--- src/rtl/hash_table_pkg.sv ---
// Shared types and constants for the hash table: table address width,
// free-list pointer type and free-list FSM encodings.
package hash_table_pkg;

  localparam int unsigned TABLE_ADDR_WIDTH = 4;

  typedef logic [TABLE_ADDR_WIDTH-1:0] empty_ptr_t;

  localparam logic [0:0] INIT_S = 1'b0;
  localparam logic [0:0] WORK_S = 1'b1;

endpackage

--- src/rtl/simple_dual_port_ram.sv ---
// Generic simple dual-port RAM: one write port, one read port with a
// registered (1-cycle) read. No reset on the array or the read register.
module simple_dual_port_ram #(
  parameter int unsigned DATA_WIDTH = 8,
  parameter int unsigned ADDR_WIDTH = 4
) (
  input  logic                  clk_i,
  input  logic                  we_i,
  input  logic [ADDR_WIDTH-1:0] waddr_i,
  input  logic [DATA_WIDTH-1:0] wdata_i,
  input  logic                  re_i,
  input  logic [ADDR_WIDTH-1:0] raddr_i,
  output logic [DATA_WIDTH-1:0] rdata_o
);

  localparam int unsigned DEPTH = 2 ** ADDR_WIDTH;

  logic [DATA_WIDTH-1:0] mem [DEPTH];

  always_ff @(posedge clk_i) begin
    if (we_i) mem[waddr_i] <= wdata_i;
    if (re_i) rdata_o <= mem[raddr_i];
  end

endmodule

--- src/rtl/empty_ptr_storage.sv ---
// Free-list of data-table addresses: self-fills with 0..2^A_WIDTH-1 after reset,
// then runs as a circular FIFO with a two-entry prefetch holding a stable head.
module empty_ptr_storage
  import hash_table_pkg::*;
#(
  parameter int unsigned A_WIDTH = TABLE_ADDR_WIDTH
) (
  input  logic               clk_i,
  input  logic               rst_i,
  input  logic [A_WIDTH-1:0] add_addr_i,
  input  logic               add_addr_val_i,
  output logic [A_WIDTH-1:0] next_empty_addr_o,
  output logic               next_empty_addr_val_o,
  input  logic               next_empty_addr_rd_ack_i,
  output logic [A_WIDTH:0]   empty_cnt_o,
  output logic               init_done_o,
  output logic               overflow_o,
  output logic               underflow_o
);

  localparam int unsigned DEPTH = 2 ** A_WIDTH;
  localparam int unsigned CW    = A_WIDTH + 1;
  localparam logic [CW-1:0]      FULL_CNT = CW'(DEPTH);
  localparam logic [A_WIDTH-1:0] LAST_IDX = A_WIDTH'(DEPTH - 1);

  logic [0:0]         state_q,    state_d;
  logic [A_WIDTH-1:0] init_cnt_q, init_cnt_d;
  logic [A_WIDTH-1:0] wr_ptr_q,   wr_ptr_d;
  logic [A_WIDTH-1:0] rd_ptr_q,   rd_ptr_d;
  logic [CW-1:0]      ram_cnt_q,  ram_cnt_d;
  logic [CW-1:0]      cnt_q,      cnt_d;
  logic [A_WIDTH-1:0] head_q,     head_d;
  logic [A_WIDTH-1:0] nxt_q,      nxt_d;
  logic               head_val_q, head_val_d;
  logic               nxt_val_q,  nxt_val_d;
  logic               rd_pend_q,  rd_pend_d;
  logic               done_q,     done_d;
  logic               ovf_q,      ovf_d;
  logic               unf_q,      unf_d;

  logic               ram_we;
  logic [A_WIDTH-1:0] ram_waddr;
  logic [A_WIDTH-1:0] ram_wdata;
  logic               ram_re;
  logic [A_WIDTH-1:0] ram_rdata;
  logic               push_ok;
  logic               pop_ok;
  logic [1:0]         pf_level;

  simple_dual_port_ram #(
    .DATA_WIDTH (A_WIDTH),
    .ADDR_WIDTH (A_WIDTH)
  ) u_ram (
    .clk_i   (clk_i),
    .we_i    (ram_we),
    .waddr_i (ram_waddr),
    .wdata_i (ram_wdata),
    .re_i    (ram_re),
    .raddr_i (rd_ptr_q),
    .rdata_o (ram_rdata)
  );

  // State and datapath registers
  always_ff @(posedge clk_i or posedge rst_i) begin
    if (rst_i) begin
      state_q    <= INIT_S;
      init_cnt_q <= '0;
      wr_ptr_q   <= '0;
      rd_ptr_q   <= '0;
      ram_cnt_q  <= '0;
      cnt_q      <= '0;
      head_q     <= '0;
      nxt_q      <= '0;
      head_val_q <= 1'b0;
      nxt_val_q  <= 1'b0;
      rd_pend_q  <= 1'b0;
      done_q     <= 1'b0;
      ovf_q      <= 1'b0;
      unf_q      <= 1'b0;
    end else begin
      state_q    <= state_d;
      init_cnt_q <= init_cnt_d;
      wr_ptr_q   <= wr_ptr_d;
      rd_ptr_q   <= rd_ptr_d;
      ram_cnt_q  <= ram_cnt_d;
      cnt_q      <= cnt_d;
      head_q     <= head_d;
      nxt_q      <= nxt_d;
      head_val_q <= head_val_d;
      nxt_val_q  <= nxt_val_d;
      rd_pend_q  <= rd_pend_d;
      done_q     <= done_d;
      ovf_q      <= ovf_d;
      unf_q      <= unf_d;
    end
  end

  // Next-state, RAM control, prefetch shift/fill
  always_comb begin
    state_d    = state_q;
    init_cnt_d = init_cnt_q;
    wr_ptr_d   = wr_ptr_q;
    rd_ptr_d   = rd_ptr_q;
    ram_cnt_d  = ram_cnt_q;
    cnt_d      = cnt_q;
    head_d     = head_q;
    nxt_d      = nxt_q;
    head_val_d = head_val_q;
    nxt_val_d  = nxt_val_q;
    done_d     = done_q;
    ovf_d      = ovf_q;
    unf_d      = unf_q;
    ram_we     = 1'b0;
    ram_waddr  = wr_ptr_q;
    ram_wdata  = add_addr_i;
    ram_re     = 1'b0;
    push_ok    = 1'b0;
    pop_ok     = 1'b0;
    pf_level   = 2'd0;

    case (state_q)
      INIT_S: begin
        ram_we     = 1'b1;
        ram_waddr  = init_cnt_q;
        ram_wdata  = init_cnt_q;
        init_cnt_d = init_cnt_q + A_WIDTH'(1);
        ram_cnt_d  = ram_cnt_q + CW'(1);
        cnt_d      = cnt_q + CW'(1);
        if (add_addr_val_i) ovf_d = 1'b1;
        if (next_empty_addr_rd_ack_i) unf_d = 1'b1;
        if (init_cnt_q == LAST_IDX) begin
          state_d = WORK_S;
          done_d  = 1'b1;
        end
      end
      default: begin
        push_ok = add_addr_val_i && (cnt_q != FULL_CNT);
        pop_ok  = next_empty_addr_rd_ack_i && head_val_q;
        if (add_addr_val_i && !push_ok) ovf_d = 1'b1;
        if (next_empty_addr_rd_ack_i && !head_val_q) unf_d = 1'b1;

        // Count held + in-flight entries net of this pop; keep at most two
        pf_level = 2'(head_val_q) + 2'(nxt_val_q) + 2'(rd_pend_q) - 2'(pop_ok);
        ram_re   = (ram_cnt_q != '0) && (pf_level < 2'd2);
        ram_we   = push_ok;

        if (push_ok) wr_ptr_d = wr_ptr_q + A_WIDTH'(1);
        if (ram_re)  rd_ptr_d = rd_ptr_q + A_WIDTH'(1);
        ram_cnt_d = ram_cnt_q + CW'(push_ok) - CW'(ram_re);
        cnt_d     = cnt_q + CW'(push_ok) - CW'(pop_ok);

        if (pop_ok) begin
          head_d     = nxt_q;
          head_val_d = nxt_val_q;
          nxt_val_d  = 1'b0;
        end
        if (rd_pend_q) begin
          if (!head_val_d) begin
            head_d     = ram_rdata;
            head_val_d = 1'b1;
          end else begin
            nxt_d     = ram_rdata;
            nxt_val_d = 1'b1;
          end
        end
      end
    endcase

    rd_pend_d = ram_re;
  end

  assign next_empty_addr_o     = head_q;
  assign next_empty_addr_val_o = head_val_q;
  assign empty_cnt_o           = cnt_q;
  assign init_done_o           = done_q;
  assign overflow_o            = ovf_q;
  assign underflow_o           = unf_q;

endmodule

--- config.mk ---
export PLATFORM = sky130hd
export DESIGN_NAME = empty_ptr_storage
export DESIGN_NICKNAME = d
export VERILOG_FILES = /design/src/rtl/hash_table_pkg.sv /design/src/rtl/simple_dual_port_ram.sv /design/src/rtl/empty_ptr_storage.sv
export SDC_FILE = /design/constraint.sdc
export NUM_CORES = 1
export LEC_CHECK = 0
export ABC_AREA = 1
export BUFFER_PORTS_ARGS = -buffer_cell sky130_fd_sc_hd__buf_2
export CORE_ASPECT_RATIO = 0.6
export CORE_UTILIZATION = 40
export DETAILED_ROUTE_END_ITERATION = 10
export PLACE_DENSITY_LB_ADDON = 0.08
export SYNTH_ARGS = -nofsm -noshare
export SYNTH_HDL_FRONTEND = slang
export SYNTH_HIERARCHICAL = 1
export SYNTH_SLANG_ARGS = --single-unit
export TNS_END_PERCENT = 100
--- constraint.sdc ---
create_clock -name clk_i -period 6.15 [get_ports clk_i]
set_input_delay 0.3075 -clock clk_i [delete_from_list [all_inputs] [get_ports clk_i]]
set_output_delay 0.3075 -clock clk_i [all_outputs]
set_load 0.005 [all_outputs]
==> reports/qor.csv <==
stage,metric,value,unit
power,Logic pwr share,42.1,%
worst_setup_path,Worst Reg2Reg Path Length in Cells,20,
timing,setup tns final,0,ps
routing,Avg Vias per Cell,4.873,
clocking,Max H-tree Level,3,
logic_synthesis,Yosys cell types,24,
routing,Iter 0 DRT Violations,318,
routing,DRC Markers,0,
flow_run,max-cap violation count,0,
clocking,worst-case clock buffer depth,2,
placement,Routability Congestion,0.8257,
timing,final setup vio count,0,
finish,"Most flops, register",u_ram/mem,
grt,vias in the first global route,3641,
floorplan,die height,91.67,um
clocking,clk_lat worst skew,340,ps
power,internal power,1.700,mW
grt,largest net degree at the start of global routing,39,
routing,Vias,3767,
timing,ratio of final minimum period to clock period,52.33,%
power,Sw Share,40.92,%
timing,Final Hold Viols,0,
grt,Global Route Usage Sum,18.67,%
clocking,CTS Buf Count,9,
worst_setup_path,CP Buf/Inv Count,4,
logic_synthesis,Mean Syn Cell Area,9.226,um2
timing,max-slew violations,0,
timing,setup slack after layout,2932,ps
clocking,setup bufs post-CTS,0,
grt,total gr overflow,0,
timing,Worst Skew,8.899,ps
power,Worst IR Drop VDD,0.1510,mV
timing,worst-margin pin slew,815.7,ps
floorplan,placement row count,32,
finish,max FFs per register,64,
worst_setup_path,Crit path depth,20,
status,status,"finished, final reports clean",
logic_synthesis,post-synthesis cell count,581,
worst_setup_path,WP data arrival,3450,ps
timing,RSZ-0062 raised after global routing,no,
logic_synthesis,"FF+latch count, synth",105,
power,Flop pwr share,38.1,%
worst_setup_path,RR Endpoint,ram_cnt_q[4],
worst_setup_path,Required @ worst endpoint,6380,ps
routing,Pre-antenna DRT Iters,5,
worst_setup_path,Worst path most repeated cell,nand2_1,
power,PwrDens,491.9,mW/mm2
worst_setup_path,reg2reg setup slack,2930,ps
clocking,Worst-path clk slew,70,ps
logic_synthesis,synthesized area,0.005360,mm2
floorplan,Ports,21,
worst_setup_path,Startpoint Class,flop,
worst_setup_path,Crit-path slowest cell,dfrtp_1,
finish,nets,634,
clocking,CTS tree,yes,
placement,Place WS,2931,ps
floorplan,Initial Utilization,41.32,%
worst_setup_path,"Largest stage delay, worst path",450,ps
floorplan,die area,0.01388,mm2
routing,Final ANT Viol Nets,0,
finish,Antenna diodes,0,
worst_setup_path,crit-path max FO,7,
worst_setup_path,Crit path max-delay family,adder cells,
power,Sw Pwr,1.177,mW
finish,Layout fillers,1271,
worst_setup_path,crit end category,flop,
power,Clk pwr share,19.8,%
floorplan,Die X,151.4,um
grt,first-pass GRT wire length,19.29,mm
min_path,worst min path class,in2async,
routing,final wirelength,11.58,mm
finish,ratio of cells with drive above 1 in the final layout,6.633,%
floorplan,core area,0.01297,mm2
clocking,CTS sink cnt,105,
clocking,# hold bufs at CTS,0,
worst_setup_path,WS Path Type,reg2reg,
timing,Slew HR,45.56,%
timing,f_max,0.3107,GHz
worst_setup_path,"Critical Path, Cell by Cell","nand2_1, inv_1, ha_1, inv_1, ha_1, nand2_1, nand2_1, nand2_1, nand2_1, nor2_1, ha_1, inv_1, ha_1, inv_1, fa_1, nand3b_1, nand2_1, nand2_1, nand3_1, nand2_1",
finish,layout overhead on the synthesized area,9.104,%
logic_synthesis,sequential area share after synthesis,55.37,%
grt,initial antenna violation count,0,
clocking,Root Buffer,clkbuf_16,
timing,Final Critical Period,3218,ps
logic_synthesis,synthesized net count,617,
logic_synthesis,YS warnings,6,
placement,Port Buf Inserts,20,
clocking,CTS resizes,0,
placement,HPWL after DPL,8.175,mm
power,LEAKAGE,2.771,nW
worst_setup_path,r2r startpoint,next_empty_addr_val_o,
routing,WL/cell,14.98,um
-- cell type report --
class,instances,area (um2),area share (%)
Clock inverter,3,18.77,0.3209
Multi-Input combinational cell,364,1879,32.14
Sequential cell,105,2968,50.75
Clock buffer,13,282.8,4.835
Timing Repair Buffer,23,122.6,2.097
Inverter,95,364.1,6.226
Tap cell,170,212.7,3.637
-- how the worst max path moves through the flow --
stage | slack, ps | endpoint | startpoint
floorplan | 3210 | ram_cnt_q[4] | next_empty_addr_val_o
global placement | 2990 | ram_cnt_q[4] | next_empty_addr_val_o
detailed placement | 2930 | ram_cnt_q[4] | next_empty_addr_val_o
CTS | 2900 | ram_cnt_q[4] | next_empty_addr_val_o
global route | 2610 | ram_cnt_q[4] | next_empty_addr_val_o
finish | 2930 | ram_cnt_q[4] | next_empty_addr_val_o
-- power groups by stage --
stage	registers (mW)	clock network, mW	logic, mW
floorplan	1.05	0	0.965
global placement	1.11	0	1.20
detailed placement	1.11	0	1.21
CTS	1.09	0.589	1.21
global route	1.12	0.613	1.42
finish	1.09	0.571	1.21
-- worst min-delay path: stages --
cell   delay (ps)
buf_2          90
inv_1          40
buf_4         410
-- layer usage --
metal	GRT usage [%]	part of all wire, %	up-vias
li1	-	-	1899
met4	4.250	0.76	0
met1	30.04	55	1774
met5	0	0	-
met2	24.70	39	84
met3	4.328	5.6	10
-- Yosys cell counts, drive strengths merged --
| cell | count | area (um2) |
|---|---|---|
| buf | 15 | 121.4 |
| dfrtp | 37 | 925.9 |
| nand4 | 8 | 50.05 |
| ha | 26 | 325.3 |
| xor2 | 9 | 78.83 |
| nand3b | 4 | 30.03 |
| edfxtp | 68 | 2042 |
| nand3 | 78 | 395.4 |
| clkbuf | 2 | 27.53 |
| inv | 95 | 364.1 |
| a21o | 2 | 15.01 |
| a21oi | 7 | 35.03 |
| nand2 | 184 | 690.7 |
| o21ai | 17 | 85.08 |
| xnor2 | 5 | 43.79 |
| o21bai | 1 | 7.510 |
| fa | 2 | 40.04 |
| nor2 | 20 | 75.07 |
| o211ai | 1 | 7.510 |
-- logic make-up after synthesis --
logic type                 after synthesis  share of synthesized area (%)
and+or+nand+nor                        294                          23.16
buffers and inverters                  112                          9.570
DFF                                    105                          55.37
AOI/OAI and AO/OA                       28                          2.801
adders and majority gates               28                          6.816
xor gates and xnor gates                14                          2.288
-- metrics by stage --
stage	hold slack, ps	utilization (%)	instance area (um2)	power [mW]	std cells
floorplan	428.1	-	5360	2.017	581
global placement	434.5	42.76	5547	2.303	757
detailed placement	441.4	42.76	5547	2.314	757
CTS	86.17	45.08	5848	2.895	773
global route	100.7	45.08	5848	3.146	773
finish	59.24	45.08	5848	2.877	773
-- cell usage in the layout (no fill, tap or decap) --
cell type	instances
nor2_1	20
inv_4	1
nand3b_1	4
buf_4	3
o21bai_1	1
clkbuf_16	11
clkbuf_1	2
xor2_1	9
fa_1	2
o21ai_0	17
nand2_1	184
ha_1	26
clkinv_2	2
nand3_2	1
buf_2	20
a21o_1	2
inv_1	93
dfrtp_1	37
o211ai_1	1
xnor2_1	5
inv_6	2
nand4_1	8
nand3_1	77
edfxtp_1	68
a21oi_1	7
Power figures use the tool's default switching activity.
